--- src/rtl/pmod_dac_rx.sv ---
// pmod_dac_rx: PMOD DAC serial receiver (ports: clk, rst async high, dac_cs_n/sclk/din/ldac_n pins; input_reg, dac_value, pending, frame_valid, update_valid, frame_err, busy, frame_cnt/err_cnt counters enabled by PMOD_DAC_RX_STATS_EN)
module pmod_dac_rx #(
  parameter int DATA_WIDTH  = 16,
  parameter int SYNC_STAGES = 2
) (
  input  logic                  clk,
  input  logic                  rst,
  input  logic                  dac_cs_n,
  input  logic                  dac_sclk,
  input  logic                  dac_din,
  input  logic                  dac_ldac_n,
  output logic [DATA_WIDTH-1:0] input_reg,
  output logic [DATA_WIDTH-1:0] dac_value,
  output logic                  pending,
  output logic                  frame_valid,
  output logic                  update_valid,
  output logic                  frame_err,
  output logic                  busy,
  output logic [15:0]           frame_cnt,
  output logic [15:0]           err_cnt
);
  localparam int CW = $clog2(DATA_WIDTH + 2);
  localparam logic [CW-1:0] CNT_MAX = CW'(DATA_WIDTH + 1);
  localparam logic [CW-1:0] CNT_OK  = CW'(DATA_WIDTH);
  localparam logic [3:0] PIN_IDLE = 4'b1001;
  localparam logic [1:0] IDLE  = 2'd0;
  localparam logic [1:0] SHIFT = 2'd1;
  localparam logic [1:0] CHECK = 2'd2;
  logic [3:0] sync [SYNC_STAGES];
  logic [2:0] hist;
  logic [SYNC_STAGES:0] rdy;
  logic [3:0] s;
  logic cs_fall, cs_rise, sclk_rise, ldac_fall, en;
  logic [1:0] state;
  logic [DATA_WIDTH-1:0] shift_reg;
  logic [CW-1:0] bit_cnt;
  logic good;
  assign s  = sync[SYNC_STAGES-1];
  // events stay masked until the chain has flushed its reset levels, so a pin
  // already low at reset release never looks like a fresh edge
  assign en        = rdy[SYNC_STAGES];
  assign cs_fall   = en & ~s[0] &  hist[0];
  assign cs_rise   = en &  s[0] & ~hist[0];
  assign sclk_rise = en &  s[1] & ~hist[1];
  assign ldac_fall = en & ~s[3] &  hist[2];
  assign good      = (state == CHECK) && (bit_cnt == CNT_OK);
  assign busy      = (state == SHIFT);
  always_ff @(posedge clk or posedge rst)
    if (rst) begin
      for (int i = 0; i < SYNC_STAGES; i++) sync[i] <= PIN_IDLE;
      hist <= {PIN_IDLE[3], PIN_IDLE[1], PIN_IDLE[0]};
      rdy  <= '0;
    end else begin
      sync[0] <= {dac_ldac_n, dac_din, dac_sclk, dac_cs_n};
      for (int i = 1; i < SYNC_STAGES; i++) sync[i] <= sync[i-1];
      hist <= {s[3], s[1], s[0]};
      rdy  <= {rdy[SYNC_STAGES-1:0], 1'b1};
    end
  always_ff @(posedge clk or posedge rst)
    if (rst) begin
      state        <= IDLE;
      shift_reg    <= '0;
      bit_cnt      <= '0;
      input_reg    <= '0;
      dac_value    <= '0;
      pending      <= 1'b0;
      frame_valid  <= 1'b0;
      update_valid <= 1'b0;
      frame_err    <= 1'b0;
    end else begin
      frame_valid  <= good;
      frame_err    <= (state == CHECK) && !good;
      update_valid <= ldac_fall && pending;
      if (ldac_fall && pending) dac_value <= input_reg;
      if (good) input_reg <= shift_reg;
      pending <= good ? 1'b1 : (ldac_fall ? 1'b0 : pending);
      case (state)
        IDLE:
          if (cs_fall) begin
            state     <= SHIFT;
            shift_reg <= '0;
            bit_cnt   <= '0;
          end
        SHIFT:
          if (cs_rise) state <= CHECK;
          else if (sclk_rise) begin
            shift_reg <= {shift_reg[DATA_WIDTH-2:0], s[2]};
            bit_cnt   <= (bit_cnt == CNT_MAX) ? bit_cnt : bit_cnt + 1'b1;
          end
        default: state <= IDLE;
      endcase
    end
`ifdef PMOD_DAC_RX_STATS_EN
  always_ff @(posedge clk or posedge rst)
    if (rst) begin
      frame_cnt <= '0;
      err_cnt   <= '0;
    end else begin
      if (frame_valid && frame_cnt != 16'hFFFF) frame_cnt <= frame_cnt + 1'b1;
      if (frame_err && err_cnt != 16'hFFFF) err_cnt <= err_cnt + 1'b1;
    end
`else
  assign frame_cnt = '0;
  assign err_cnt   = '0;
`endif
endmodule
--- config.mk ---
export PLATFORM = sky130hd
export DESIGN_NAME = pmod_dac_rx
export DESIGN_NICKNAME = d
export VERILOG_FILES = /design/src/rtl/pmod_dac_rx.sv
export SDC_FILE = /design/constraint.sdc
export NUM_CORES = 1
export LEC_CHECK = 0
export ABC_AREA = 1
export CORE_AREA = 3 3 81 83
export CTS_CLUSTER_DIAMETER = 150
export CTS_CLUSTER_SIZE = 40
export DETAILED_ROUTE_END_ITERATION = 16
export DIE_AREA = 0 0 84 86
export PLACE_DENSITY = 0.84
export REMOVE_ABC_BUFFERS = 1
export SYNTH_ARGS = -nofsm -noshare
export SYNTH_HDL_FRONTEND = slang
export SYNTH_SLANG_ARGS = --single-unit
--- constraint.sdc ---
create_clock -name clk -period 3.45 [get_ports clk]
set_input_delay 0.69 -clock clk [delete_from_list [all_inputs] [get_ports clk]]
set_output_delay 0.69 -clock clk [all_outputs]
set_load 0.01 [all_outputs]
# After elaboration in Yosys (flattened, before gate mapping)
# Cells that the tools add are included.
# classes
n_addsub	1
eq_ne	9
muxes	14
bitwise	12
n_reduce_logical	10
# op_table
cell	count
$mux W16	3
$pmux W16 S2	1
$mux W5	4
$eq A5 B5 Y1 const B	2
$pmux W5 S2	1
$and A1 B1 Y1	8
$ne A2 B2 Y1 const B	3
$add A5 B1 Y5 const B	1
$reduce_and A5 Y1	1
$mux W2	2
$ne A2 B1 Y1 const B	2
$not A1 Y1	4
$pmux W2 S2	1
$reduce_and A4 Y1	1
$reduce_bool A2 Y1	2
$logic_and A1 B1 Y1	3
$eq A2 B1 Y1 const B	1
$eq A2 B2 Y1 const B	1
$logic_not A2 Y1	1
$mux W1	2
$reduce_and A2 Y1	1
$logic_not A1 Y1	1
# word_totals
regBits	73
input_bits	6
output_inout_bits	69
wordCells	59

# Depth between registers and ports, before layout
# Gate-level depths: netlist of the first run.
# logic_depth
depth_word	5
depth_mapped	8
mapped_depth_nobuf	7

# Worst setup path after synthesis of the first run
# Ideal clock, no wire load.
# synth_path
path_type	register to output
from	register state[1]
to	output port busy
arrival_ps	944
required_ps	2760
path_slack_ps	1816
stages_incl_launch_ff	4
n_path_buf	2
cell_sequence	dfrtp_1 nor2_1 buf_2 buf_2
# synth_between
elab_chain_cells	1
# synth_lines
element	line_no	rtl
from (decl)	34	logic [1:0] state;
from (signal assigned)	61	state <= IDLE;
from (signal assigned)	80	state <= SHIFT;
from (signal assigned)	85	if (cs_rise) state <= CHECK;
$eq A2 B1 Y1	47	assign busy = (state == SHIFT);
to (decl)	18	output logic busy,
# No other way between the ends.

# Worst setup path after layout of the first run
# layout_path
from	register state[0]
to	output port busy
# Same word-level chain as after synthesis.

==> metrics.yaml, run 1 <==
fmax_mhz: 451.9
async_reset_ff_frac: 1.000
clkTransAtPathRegs_ns: 0.07
die_y_um: 86
max-slew-margin-rel: 0.3404
tightestPinTransition_ns: 0.9869
fin_area_um2: 3686
finalCritPeriodShare: 0.6414
worstHoldPathType: "flip-flop to flip-flop"
io_buffers: 42
yosys_register_bits: 73
power_leakage_nw: 1.823
cpMaxStageDelayCell: "clkdlybuf4s50_1"
dpl.hpwl_mm: 3.794
maxCapViolCount: 0
vias: 2092
met3_usage: 0.05091
via_per_inst: 4.765
power_frac_comb: 0.089
p_switching_mw: 0.4698
met1_usage: 0.2011
clk_latency_ns: 0.35
finalSetupViolations: 0
ys_types: 22
run_status: "complete, no violations"
antenna_cells: 0
drt_iter0_drc: 127
syn_area_per_cell_um2: 9.811
grt_start_max_net_pins: 44
cts_max_level: 3
syn2layout_area_growth_pct: 19.27
synth_seq_area_share: 0.5935
overflow: 0
cts_resized: 0
maxSlewViolCount: 0
cp-start-kind: "flip-flop"
cts_root_buffer: "clkbuf_8"
synth_edf_count: 0
final_common_cell: "nand2_1"
synthCells: 315
power.internal_mw: 1.439
route.antenna.remaining_nets: 0
yosysWarnings: 0
cts_tree: "done"
crit_buf_inv: 2
io_pins: 75
clk_path_buf_depth: 2
met2_usage: 0.2834
rsz0062_at_grt: "false"
critPathCaptureType: "primary output"
core_area_um2: 5921
rows: 28
grt_pass1_vias: 2033
dpl_cell_area_um2: 3442
critPathMaxStageDelay_ns: 0.57
peakVddDrop_v: 0.0003990
fill_cells: 502
final_cell_mix: "84 x nand2_1, 67 x dfrtp_1, 42 x clkdlybuf4s50_1"
synth.cell_area_um2: 3090
die_w_um: 84
cts_num_sinks: 73
pwr-share-clk: 0.428
skew_ns: 0.009505
antenna_found_initial: 0
seq_power_share: 0.483
numCtsBuffers: 9
power.share.switching: 0.2462
ctsHoldBuffers: 0
path_max_fanout: 4
crit_family: "buffers and inverters"
drc: 0
post_cts_buffers: 0
start_util: 0.5220
final_net_count: 368
dr.pass1.iters: 4
crit_arrival_ns: 1.52
grt-busiest-layer: "met2"
wl_mm: 5.699
critPathKind: "flip-flop to primary output"
wl_per_cell_um: 12.98
cellPowerDensity_nw_per_um2: 517.7
crit_chain: "inv_1 -> nor2_1 -> clkdlybuf4s50_1"
ys.flop_type: "dfrtp_1"
grt_use_total: 0.1703
drive_gt1_frac: 0.1264
period_needed_ns: 2.213
grt_pass1_wl_mm: 9.453
place_congestion: 0.7313
hold_violations: 0
tns_ns: 0
fp.dieArea_um2: 7224
required_ns: 2.76
-- synth_stat cells (2+ instances only) --
| library cell | n | area, um^2 |
|---|---|---|
| buf_4 | 32 | 240.2 |
| conb_1 | 2 | 7.510 |
| o21ai_0 | 18 | 90.09 |
| nand2_2 | 5 | 31.28 |
| buf_2 | 5 | 25.02 |
| inv_1 | 27 | 101.4 |
| nand3_1 | 28 | 140.1 |
| ha_1 | 3 | 37.54 |
| nor2_1 | 11 | 41.29 |
| clkbuf_1 | 3 | 11.26 |
| o21ai_1 | 3 | 15.01 |
| nand2_1 | 84 | 315.3 |
| o21ai_2 | 13 | 113.9 |
| buf_6 | 2 | 22.52 |
| dfstp_2 | 6 | 157.7 |
| dfrtp_1 | 67 | 1677 |
-- metal layers --
metal,vias to the layer above,wire length [um]
met3,10,316
met4,0,106
li1,1003,-
met1,1020,2361
met5,-,0
met2,59,2914
-- power groups by stage --
stage / Combinational [mW] / Sequential (mW) / Clock (mW)
final: 0.170 / 0.921 / 0.818
after global placement: 0.161 / 0.934 / 0
after global routing: 0.195 / 0.926 / 0.871
after floorplan: 0.116 / 0.929 / 0
after CTS: 0.172 / 0.920 / 0.833
after detailed placement: 0.171 / 0.937 / 0
-- worst register-to-register path: stages (launching register included) --
cell and delay (ns):
dfrtp_1 0.35, inv_1 0.08, nor2_1 0.17, buf_4 0.28, nand3_1 0.12, nand2_2 0.35
inv_2 0.24, nand2_1 0.12, nand2_1 0.06
-- per-stage QoR --
step | util | power, mW | setup WS (ns) | hold WS [ns] | cells
2_1_floorplan | - | 1.045 | 0.9167 | 0.3312 | 303
3_3_place_gp | 0.5814 | 1.096 | 1.486 | 0.3325 | 423
3_5_place_dp | 0.5814 | 1.108 | 1.466 | 0.3373 | 423
4_1_cts | 0.6226 | 1.926 | 1.201 | 0.3542 | 439
5_1_grt | 0.6226 | 1.992 | 1.111 | 0.3608 | 439
6_report | 0.6226 | 1.908 | 1.237 | 0.3506 | 439
-- layout make-up --
cell class,instances,area [um^2],share of cell area
clock inverter,5,102.6,0.02783
multi-input combinational,202,953.4,0.2587
clock buffer,11,141.4,0.03836
sequential,73,1834,0.4976
inverter,28,105.1,0.02851
tap,75,93.84,0.02546
timing repair buffer,45,455.4,0.1236
-- final timing paths --
kind / startpoint / end / slack (ns) / cells after the start
min in group asynchronous: rst / input_reg[7] / 0.85 / 2
max: state[0] / busy / 1.24 / 3
max in group asynchronous: rst / sync[7] / 1.89 / 3
min: sync[5] / s[1] / 0.35 / 0
min reg2reg: sync[5] / s[1] / 0.35 / 0
max reg2reg: state[0] / shift_reg[1] / 1.56 / 8
-- cells by family after synthesis --
logic type | Yosys count | share of synthesized area
XOR/XNOR | 1 | 0.002835
AND/OR/NAND/NOR | 131 | 0.1826
flip-flops | 73 | 0.5935
AO/OA/AOI/OAI | 34 | 0.07085
adder cells (fa/ha/maj) | 3 | 0.01215
buffers and inverters | 71 | 0.1356
other | 2 | 0.002430
(Power assumes the default switching activity.)
==> run 2: changes to the inputs <==
- CORE_AREA: 3 3 81 83 -> 3 3 88 90
- DIE_AREA: 0 0 84 86 -> 0 0 91 93
- PLACE_DENSITY: 0.84 -> 0.75
- clock period: 3.45 -> 1.8 ns (I/O delays scaled with it)
==> run 2 against run 1 <==
Non-clock buffer count increased by 2; total power is 75% higher; clock skew fell by 0.00064 ns; clock-buffer cell count rose by 2; final cell count grew 5.7%; flip-flop and latch count unchanged; first-iteration DRC count is 31% lower; sequential share of layout area down 0.12 points; global-route usage decreased by 4.2 points; combinational power increased by 84%; largest cell class unchanged.
==> metrics.yaml, run 2 (synthesis gave the netlist of run 1 again) <==
cpMaxStageDelayCell: "clkdlybuf4s50_1"
critPathKind: "flip-flop to primary output"
fp.dieArea_um2: 8463
path_max_fanout: 3
run_status: "complete, no violations"
worstHoldPathType: "flip-flop to flip-flop"
drt_iter0_drc: 88
clkTransAtPathRegs_ns: 0.07
rows: 31
cts_resized: 1
route.antenna.remaining_nets: 0
required_ns: 1.44
clk_latency_ns: 0.33
grt_start_max_net_pins: 74
final_net_count: 370
hold_violations: 0
syn2layout_area_growth_pct: 19.55
r2r_slack_ns: 0.31
fmax_mhz: 621.3
drive_gt1_frac: 0.1260
cts_root_buffer: "clkbuf_8"
die_y_um: 93
cp-start-kind: "flip-flop"
cts_num_sinks: 73
cts_tree: "done"
critPathMaxStageDelay_ns: 0.55
crit_chain: "clkdlybuf4s50_1"
crit_buf_inv: 1
final_cell_mix: "84 x nand2_1, 67 x dfrtp_1, 41 x clkdlybuf4s50_1"
io_pins: 75
place_inst: 449
die_w_um: 91
overflow: 0
antenna_found_initial: 0
rsz0062_at_grt: "false"
finalWorstSetupSlack_ns: 0.1905
ctsHoldBuffers: 0
maxSlewViolCount: 0
io_buffers: 42
numCtsBuffers: 9
clk_path_buf_depth: 2
grt_use_total: 0.1281
crit_family: "buffers and inverters"
cellPowerDensity_nw_per_um2: 904.4
dr.pass1.iters: 4
wl_per_cell_um: 10.71
finalSetupViolations: 0
period_needed_ns: 1.610
peakVddDrop_v: 0.0005835
start_util: 0.4330
place_congestion: 0.6987
cts_max_level: 3
instances_no_fill: 464
post_cts_buffers: 0
power_leakage_nw: 1.814
dp_slack_ns: 0.2833
antenna_cells: 0
final_common_cell: "nand2_1"
via_per_inst: 4.369
grt_pass1_vias: 2014
core_area_um2: 7137
skew_ns: 0.008870
crit_arrival_ns: 1.25
vias: 2027
maxCapViolCount: 0
wl_mm: 4.968
grt_pass1_wl_mm: 8.707
drc: 0
critPathCaptureType: "primary output"
dpl.hpwl_mm: 3.456
finalCritPeriodShare: 0.8942
run 2: cell count changes in the layout (fill, tap and decap cells not counted):
cell	delta
clkinv_2	-1
clkbuf_1	+1
buf_4	+1
bufinv_16	-2
buf_12	+1
clkbuf_8	+1
clkdlybuf4s50_1	-1
dlygate4sd2_1	+1
run 2: final cells by class:
cell class | count | area [um^2]
multi-input cells | 202 | 953.4
well taps | 99 | 123.9
flip-flops and latches | 73 | 1834
repair buffers | 47 | 481.7
inverters | 28 | 105.1
fillers | 676 | 3442
clock buffers | 13 | 158.9
clock inverters | 2 | 37.54
run 2: path summary, 6_finish.rpt:
check                      startpoint      endpoint  depth (start not counted)
max                           pending       pending                          1
min                           sync[7]          s[3]                          0
max reg2reg                  state[1]  shift_reg[6]                          7
min reg2reg                   sync[7]          s[3]                          0
max in group asynchronous         rst       hist[2]                          3
min in group asynchronous         rst        rdy[1]                          3
run 2: power by group:
part           internal [mW]  switching [mW]  total (mW)
Sequential              1.71          0.0591        1.77
Clock                  0.710           0.554        1.26
Combinational         0.0920           0.220       0.312
Total                   2.51           0.833        3.34
run 2: routing by layer:
| metal | GRT usage | share of wire | vias up |
|---|---|---|---|
| met1 | 0.1455 | 0.43 | 961 |
| met2 | 0.2183 | 0.50 | 48 |
| met5 | 0 | 0 | - |
| met3 | 0.02977 | 0.054 | 11 |
| met4 | 0.08040 | 0.020 | 0 |
| li1 | - | - | 1007 |
run 2: through the flow:
| stage | cell area, um^2 | utilization | setup TNS [ns] | total power, mW | hold WS (ns) |
|---|---|---|---|---|---|
| CTS | 3695 | 0.5177 | 0 | 3.392 | 0.3573 |
| detailed placement | 3500 | 0.4904 | 0 | 2.114 | 0.3385 |
| global route | 3695 | 0.5177 | 0 | 3.507 | 0.3664 |
| finish | 3695 | 0.5177 | 0 | 3.341 | 0.3567 |
| floorplan | 2893 | - | -32.10 | 2.003 | 0.3312 |
| global placement | 3500 | 0.4904 | 0 | 2.099 | 0.3328 |
==> run 3: changes to the inputs <==
- CORE_AREA: 3 3 88 90 -> 3 3 84 86
- DIE_AREA: 0 0 91 93 -> 0 0 87 89
- PLACE_DENSITY: 0.75 -> 0.78
- clock period: 1.8 -> 1.5 ns (I/O delays scaled with it)
==> run 3 against run 2 <==
Worst setup slack got worse by 0.079 ns; critical path depth increased by 5; flip-flop and latch count unchanged; largest cell class unchanged; via count increased by 4.5%; register-to-register slack got worse by 0.20 ns; non-clock buffer count increased by 4; critical path type is now flip-flop to flip-flop; die area decreased by 8.5%; clock-buffer cell count decreased by 3; sequential power increased by 20%; routed wire length increased by 8.5%.
==> metrics.yaml, run 3 (synthesis gave the netlist of run 1 again) <==
reg2reg_to: "input_reg[13]"
peakVddDrop_v: 0.0008462
cts_max_level: 3
start_util: 0.4867
numCtsBuffers: 9
hold_violations: 0
finalSetupViolations: 0
vias: 2119
run_status: "complete, no violations"
path_max_fanout: 33
clk_path_buf_depth: 2
pwr-share-clk: 0.418
regToRegStartpoint: "bit_cnt[2]"
fp.dieArea_um2: 7743
finalWorstSetupSlack_ns: 0.1117
io_pins: 75
seq_power_share: 0.482
maxCapViolCount: 0
critPathKind: "flip-flop to flip-flop"
power_leakage_nw: 2.029
postLayoutCoreUtil: 0.5872
regArea_um2: 1837
fill_cells: 563
overflow: 0
route.antenna.remaining_nets: 0
required_ns: 1.76
cts_tree: "done"
wl_mm: 5.389
power.internal_mw: 3.330
cts_num_sinks: 73
cts_root_buffer: "clkbuf_8"
rows: 29
clkTransAtPathRegs_ns: 0.07
antenna_found_initial: 0
power.share.switching: 0.2427
dr.pass1.iters: 4
cp-start-kind: "flip-flop"
die_y_um: 89
grt_pass1_vias: 2091
p_switching_mw: 1.067
antenna_cells: 0
final_net_count: 374
rsz0062_at_grt: "false"
grt_start_max_net_pins: 59
core_area_um2: 6350
dp_slack_ns: 0.05311
io_buffers: 42
grt_pass1_wl_mm: 9.301
wl_per_cell_um: 12.08
multi_input_area_um2: 974.7
crit_arrival_ns: 1.65
cellPowerDensity_nw_per_um2: 1179
drive_gt1_frac: 0.1572
skew_ns: 0.01139
grt_use_total: 0.1547
finalCritPeriodShare: 0.9255
tns_ns: 0
maxSlewViolCount: 0
reg2reg_depth: 6
period_needed_ns: 1.388
fmax_mhz: 720.3
worstHoldPathType: "input port to asynchronous set/reset pin"
final_cell_mix: "83 x nand2_1, 65 x dfrtp_1, 36 x dlygate4sd2_1"
dpl.hpwl_mm: 3.654
via_per_inst: 4.751
syn2layout_area_growth_pct: 20.65
post_cts_buffers: 0
clk_latency_ns: 0.34
critPathCaptureType: "flip-flop"
drt_iter0_drc: 123
power_frac_comb: 0.099
r2r_slack_ns: 0.11
drc: 0
place_congestion: 0.6850
final_common_cell: "nand2_1"
die_w_um: 87
run 3: changes by cell type in the layout (fill, tap and decap cells not counted), sizes merged:
cell	change
clkinv	+2
clkdlybuf4s50	-36
buf	+4
bufinv	+2
clkinvlp	-1
clkbuf	-2
dlygate4sd2	+35
run 3: power by group through the flow:
stage	Sequential [mW]	Combinational (mW)	Clock, mW
finish	2.12	0.436	1.84
global route	2.14	0.502	1.99
CTS	2.12	0.406	1.88
detailed placement	2.16	0.406	0
global placement	2.15	0.384	0
floorplan	2.14	0.266	0
run 3: worst max-delay path by stage:
stage / start / endpoint / depth (start not counted)
floorplan: rst / bit_cnt[0] / 1
CTS: state[1] / busy / 2
global route: state[1] / bit_cnt[2] / 7
global placement: state[1] / bit_cnt[4] / 6
detailed placement: state[1] / bit_cnt[2] / 6
finish: bit_cnt[2] / input_reg[13] / 6
run 3: routing by layer:
| metal | GRT usage | part of all wire | vias up |
|---|---|---|---|
| met5 | 0 | 0 | - |
| li1 | - | - | 1022 |
| met3 | 0.03410 | 0.062 | 14 |
| met1 | 0.1836 | 0.42 | 1019 |
| met4 | 0.09065 | 0.027 | 0 |
| met2 | 0.2595 | 0.49 | 64 |
run 3: repair_timing:
item                                    4_1_cts  5_1_grt
cloned                                        0        1
endpoints found under the hold margin         0        0
endpoints found under the setup margin       37       35
hold buffers                                  0        0
pin swaps                                     0        1
gates resized for setup                      38       13
run 3: metrics by stage:
| step | cells | area [um^2] | hold slack [ns] | total power [mW] |
|---|---|---|---|---|
| floorplan | 303 | 2893 | 0.3045 | 2.404 |
| finish | 446 | 3729 | 0.3164 | 4.397 |
| detailed placement | 430 | 3495 | 0.3410 | 2.563 |
| global route | 446 | 3729 | 0.3223 | 4.623 |
| CTS | 445 | 3691 | 0.3144 | 4.406 |
| global placement | 430 | 3495 | 0.3328 | 2.536 |
run 3: critical path, cell delays in order (launching register included):
cell     delay [ns]
dfrtp_2        0.46
nor3_4         0.23
nand2_2        0.14
nor2_8         0.11
buf_12         0.20
nand2_1        0.07
o21ai_1        0.08
run 3: final cells by class:
class / count / share of cell area
flip-flops and latches: 73 / 0.4926
multi-input cells: 202 / 0.2614
repair buffers: 51 / 0.1265
clock buffers: 10 / 0.03691
inverters: 28 / 0.02886
clock inverters: 5 / 0.02785
well taps: 77 / 0.02584
